`config.mk`:
```
export PLATFORM = sky130hd
export DESIGN_NAME = vdf_modsq_iter
export DESIGN_NICKNAME = d
export VERILOG_FILES = /design/src/rtl/vdf_modsq_iter.sv
export SDC_FILE = /design/constraint.sdc
export NUM_CORES = 2
export LEC_CHECK = 0
export CORE_MARGIN = 2
export CORE_UTILIZATION = 30
export CTS_CLUSTER_SIZE = 12
export DETAILED_ROUTE_END_ITERATION = 10
export HOLD_SLACK_MARGIN = 0.06
export PLACE_DENSITY_LB_ADDON = 0.05
export SKIP_LAST_GASP = 1
export SYNTH_ARGS = -nofsm -noshare
export SYNTH_HDL_FRONTEND = slang
export SYNTH_SLANG_ARGS = --single-unit
```
`constraint.sdc`:
```
create_clock -name clk -period 22.2 [get_ports clk]
set_input_delay 4.44 -clock clk [delete_from_list [all_inputs] [get_ports clk]]
set_output_delay 4.44 -clock clk [all_outputs]
set_load 0.05 [all_outputs]
```
`src/rtl/vdf_modsq_iter.sv`:
```
// vdf_modsq_iter: y = x^(2^T) mod N by repeated bit-serial interleaved modular squaring.
// Define VDF_ITER_SNAPSHOT_EN to add per-iteration snapshot outputs (snap_valid/snap_val/snap_idx).
module vdf_modsq_iter #(
  parameter int MOD_LEN = 128,
  parameter int ITER_W = 32
) (
  input  logic               clk,
  input  logic               reset,
  input  logic               start,
  input  logic [MOD_LEN-1:0] modulus_in,
  input  logic [MOD_LEN-1:0] x_in,
  input  logic [ITER_W-1:0]  iters_in,
  input  logic               abort,
  output logic               busy,
  output logic               done,
  output logic               err,
  output logic [MOD_LEN-1:0] y_out,
  output logic [ITER_W-1:0]  iter_cnt
`ifdef VDF_ITER_SNAPSHOT_EN
  ,
  output logic               snap_valid,
  output logic [MOD_LEN-1:0] snap_val,
  output logic [ITER_W-1:0]  snap_idx
`endif
);
  localparam int BW = $clog2(MOD_LEN);
  localparam int TW = MOD_LEN + 2;
  typedef enum logic [1:0] {IDLE, MUL, NEXT, DONE} state_t;
  state_t state_q, state_d;
  logic [MOD_LEN-1:0] n_q, n_d, x_q, x_d, acc_q, acc_d, y_q, y_d, red;
  logic [ITER_W-1:0] t_q, t_d, iter_q, iter_d, iter_inc;
  logic [BW-1:0] b_q, b_d;
  logic err_q, err_d;
  logic [TW-1:0] sum, n1, n2;
  // acc < N and x < N keep sum below 3N, so at most two subtractions of N are needed
  always_comb begin
    n1 = {2'b00, n_q};
    n2 = {1'b0, n_q, 1'b0};
    sum = {1'b0, acc_q, 1'b0} + (x_q[b_q] ? {2'b00, x_q} : '0);
    red = MOD_LEN'(sum >= n2 ? sum - n2 : sum >= n1 ? sum - n1 : sum);
    iter_inc = iter_q + ITER_W'(1);
  end
  always_comb begin
    state_d = state_q;
    n_d = n_q;
    x_d = x_q;
    t_d = t_q;
    acc_d = acc_q;
    b_d = b_q;
    y_d = y_q;
    iter_d = iter_q;
    err_d = err_q;
    case (state_q)
      IDLE: if (start) begin
        n_d = modulus_in;
        x_d = x_in;
        t_d = iters_in;
        iter_d = '0;
        err_d = 1'b0;
        acc_d = '0;
        b_d = BW'(MOD_LEN - 1);
        if (modulus_in < MOD_LEN'(2) || x_in >= modulus_in) begin
          err_d = 1'b1;
          state_d = DONE;
        end else if (iters_in == '0) begin
          y_d = x_in;
          state_d = DONE;
        end else state_d = MUL;
      end
      MUL: if (abort) state_d = IDLE;
      else begin
        acc_d = red;
        b_d = b_q - 1'b1;
        state_d = b_q == '0 ? NEXT : MUL;
      end
      NEXT: if (abort) state_d = IDLE;
      else begin
        x_d = acc_q;
        iter_d = iter_inc;
        acc_d = '0;
        b_d = BW'(MOD_LEN - 1);
        y_d = iter_inc == t_q ? acc_q : y_q;
        state_d = iter_inc == t_q ? DONE : MUL;
      end
      default: state_d = IDLE;
    endcase
  end
  always_ff @(posedge clk) begin
    if (reset) begin
      state_q <= IDLE;
      n_q <= '0;
      x_q <= '0;
      t_q <= '0;
      acc_q <= '0;
      b_q <= '0;
      y_q <= '0;
      iter_q <= '0;
      err_q <= 1'b0;
    end else begin
      state_q <= state_d;
      n_q <= n_d;
      x_q <= x_d;
      t_q <= t_d;
      acc_q <= acc_d;
      b_q <= b_d;
      y_q <= y_d;
      iter_q <= iter_d;
      err_q <= err_d;
    end
  end
  assign busy = state_q == MUL || state_q == NEXT;
  assign done = state_q == DONE;
  assign err = err_q;
  assign y_out = y_q;
  assign iter_cnt = iter_q;
`ifdef VDF_ITER_SNAPSHOT_EN
  logic snap_q, snap_d;
  always_comb snap_d = state_q == NEXT && !abort;
  always_ff @(posedge clk) snap_q <= reset ? 1'b0 : snap_d;
  // x_q and iter_q already hold the freshly completed iteration while the pulse is high
  assign snap_valid = snap_q;
  assign snap_val = x_q;
  assign snap_idx = iter_q;
`endif
endmodule

```
==> results.sh <==
export IMPL_synth_seq_cells=586
export IMPL_maxUsedRoutingLayer="met4"
export IMPL_synth_seq_area_share_pct=21.1
export IMPL_synth_distinct_cells=98
export IMPL_dr_pass1_iters=6
export IMPL_crit_slowest_cell="nand2_8"
export IMPL_hold_class="register to register"
export IMPL_timing_rr_end="acc_q[86]$_SDFFE_PP0P_"
export IMPL_rows=158
export IMPL_min_to="n_q[110]$_SDFFE_PP0P_"
export IMPL_htreeDepth=3
export IMPL_fmax_ghz=0.0699
export IMPL_area_growth_pct=17.3
export IMPL_vias=57800
export IMPL_wl_met2_um=133000
export IMPL_min_period_ns=14.31
export IMPL_die_height_um=435
export IMPL_drv_slew=3
export IMPL_cts_tree="done"
export IMPL_grt_total_usage_pct=28.5
export IMPL_synth_edf_count=0
export IMPL_io_pins=455
export IMPL_finalSetupViolCount=0
export IMPL_via_per_inst=5.65
export IMPL_clkSlewWorstSetupHoldPaths_ns=0.06
export IMPL_cp_data_arrival_time_ns=14.92
export IMPL_die_area_mm2=0.189
export IMPL_route_detailed_drc=0
export IMPL_slew_headroom_pct=-6.72
export IMPL_tns_ns=0
export IMPL_post_cts_repair_setup_buffers=0
export IMPL_clock_sinks=586
export IMPL_hold_start="n_q[110]$_SDFFE_PP0P_"
export IMPL_synth_top_flop_cell="dfxtp_1"
export IMPL_maxCapViolCount=1
export IMPL_slowest_delay_ns=0.71
export IMPL_synth_area_leaders="dfxtp_1 (21%), ha_1 (12%), a21oi_1 (7.6%)"
export IMPL_finalHoldViolCount=0
export IMPL_synth_cells=7500
export IMPL_ys_warnings_count=0
export IMPL_r2r_cells=38
export IMPL_syn_nets=8312
export IMPL_synth_top_cell_by_area="dfxtp_1"
export IMPL_violations="max-capacitance violations, max-slew violations"
export IMPL_path_delay_family="compound AO/OA/AOI/OAI gates"
export IMPL_clockBufferDepth=3
export IMPL_wl_per_cell_um=27.2
export IMPL_dp_hpwl_um=227000
export IMPL_start_util_pct=30.1
export IMPL_grt_overflow_total=0
export IMPL_min_path_cells=2
export IMPL_synth_top_area_share_pct=21.1
export IMPL_ys_async_sr_fraction_pct=0
export IMPL_postCtsHoldBufs=0
export IMPL_clkLatencyLatePin_ns=0.76
export IMPL_cts_root_buf="clkbuf_16"
export IMPL_final_nets=8498
export IMPL_core_area_mm2=0.185
export IMPL_drive_above_1_share_pct=5.84
export IMPL_syn_area_per_cell_um2=7.42
export IMPL_grt_pass1_wl_um=399000
export IMPL_cp_max_fo=77
export IMPL_finalCritPeriodShare_pct=64.5
export IMPL_start_kind="register"
export IMPL_routed_wl_met3_um=12500
export IMPL_criticalPathCategory="register to register"
export IMPL_cts_buffers_inserted=85
export IMPL_syn_area_mm2=0.0556
export IMPL_cts_resized=0
export IMPL_fin_skew_ns=0.0321
export IMPL_endpoint_kind="register"
export IMPL_portBuffers=454
export IMPL_die_width_um=435
export IMPL_worst_path_buf_inv=4
export IMPL_tightest_slew_ns=1.59
export IMPL_postRouteAntennaNets=0
export IMPL_worstPathRequired_ns=22.81
export IMPL_reg2reg_slack_ns=7.89
export IMPL_wl_um=279000
export IMPL_reg2reg_from="b_q[0]$_SDFFE_PP0P_"
export IMPL_grt_pass1_vias=56600
export IMPL_crit_path_start="b_q[0]$_SDFFE_PP0P_"
export IMPL_drt_iter0_drc=4557
export IMPL_grt_max_degree=162
export IMPL_rsz0062_at_grt="false"
export IMPL_status="complete, but fails checks"
export IMPL_place_congestion=0.992
export IMPL_antenna_found_initial=10
export IMPL_routedLengthMet1_um=123000
## cell type report
class	instances	area (um2)
fill	19800	120000
multi-input combinational	6109	40800
sequential	586	11700
timing repair buffer	525	5110
tap	2480	3100
clock buffer	116	2450
inverter	379	1420
clock inverter	40	551
antenna	5	12.5
## synth_stat cells (98+ instances only)
cell	n
nor3_1	106
nand4_1	169
and2_1	169
nor2b_1	175
inv_1	378
dfxtp_1	586
o21bai_1	98
nand2_1	821
a21oi_1	842
clkbuf_1	340
mux2i_1	203
mux2_2	119
o21ai_0	383
ha_1	517
a211oi_1	188
nor2_1	605
xor2_1	153
xnor2_1	252
nand3_1	131
a21o_1	230
## worst max-delay path by stage
stage	cells past startpoint	end	slack, ns
after floorplan	41	acc_q[41]$_SDFFE_PP0P_	13.60
after global placement	33	acc_q[86]$_SDFFE_PP0P_	7.91
after detailed placement	38	acc_q[86]$_SDFFE_PP0P_	8.20
after CTS	38	acc_q[86]$_SDFFE_PP0P_	8.18
after global routing	38	acc_q[86]$_SDFFE_PP0P_	7.64
final	38	acc_q[86]$_SDFFE_PP0P_	7.89
## routing by layer
layer / vias to the layer above / global-route usage [%]
li1: 27400 / -
met1: 28400 / 37.0
met2: 1615 / 49.2
met3: 339 / 3.18
met4: 0 / 8.93
met5: - / 0
## logic make-up after synthesis
| logic type | after synthesis | synth area share, % |
|---|---|---|
| mux | 366 | 7.58 |
| flops | 586 | 21.1 |
| compound gates | 2354 | 26.3 |
| fa+ha+maj | 520 | 11.7 |
| simple gates | 2464 | 21.0 |
| xor+xnor | 405 | 6.38 |
| buf+inv | 805 | 5.86 |
## sequential cells by signal, indices dropped and copies added, names as in the netlist
register and count:
y_out 128, state_q 2, iter_cnt 32, x_q 128, err 1, b_q 7
n_q 128, acc_q 128, t_q 32
## per-stage QoR
stage	cells	setup WS [ns]	utilization, %	hold WS, ns	area [um2]
2_1_floorplan	7500	13.60	-	0.436	55600
3_3_place_gp	10100	7.91	33.6	0.444	62200
3_5_place_dp	10100	8.20	33.7	0.447	62200
4_1_cts	10200	8.18	35.3	0.455	65200
5_1_grt	10200	7.64	35.3	0.469	65200
6_report	10200	7.89	35.3	0.453	65200
## cells in the final DEF, fill, tap and decap left out, drive strengths merged, types with 61 or more instances in the layout
master / synthesis / layout
nor4: 75 / 75
a31oi: 61 / 61
nor2: 607 / 607
buf: 81 / 72
a21oi: 842 / 842
nand2: 824 / 824
nand3: 131 / 131
xnor2: 252 / 252
clkdlybuf4s50: 0 / 453
nor2b: 175 / 175
a21o: 230 / 230
a22oi: 96 / 96
o21bai: 98 / 98
and2: 171 / 171
nor3: 108 / 108
clkbuf: 345 / 116
mux2: 132 / 132
mux2i: 203 / 203
xor2: 153 / 153
a211oi: 189 / 189
o21ai: 480 / 480
ha: 517 / 517
dfxtp: 586 / 586
nand4: 169 / 169
inv: 378 / 383
## worst min-delay path, stage by stage (launching register included)
cell     delay [ns]
dfxtp_1        0.31
nand2_1        0.05
a21oi_1        0.05
Power is not shown: default switching activity piles up to over one toggle a cycle in this logic, so the estimate is an artifact.
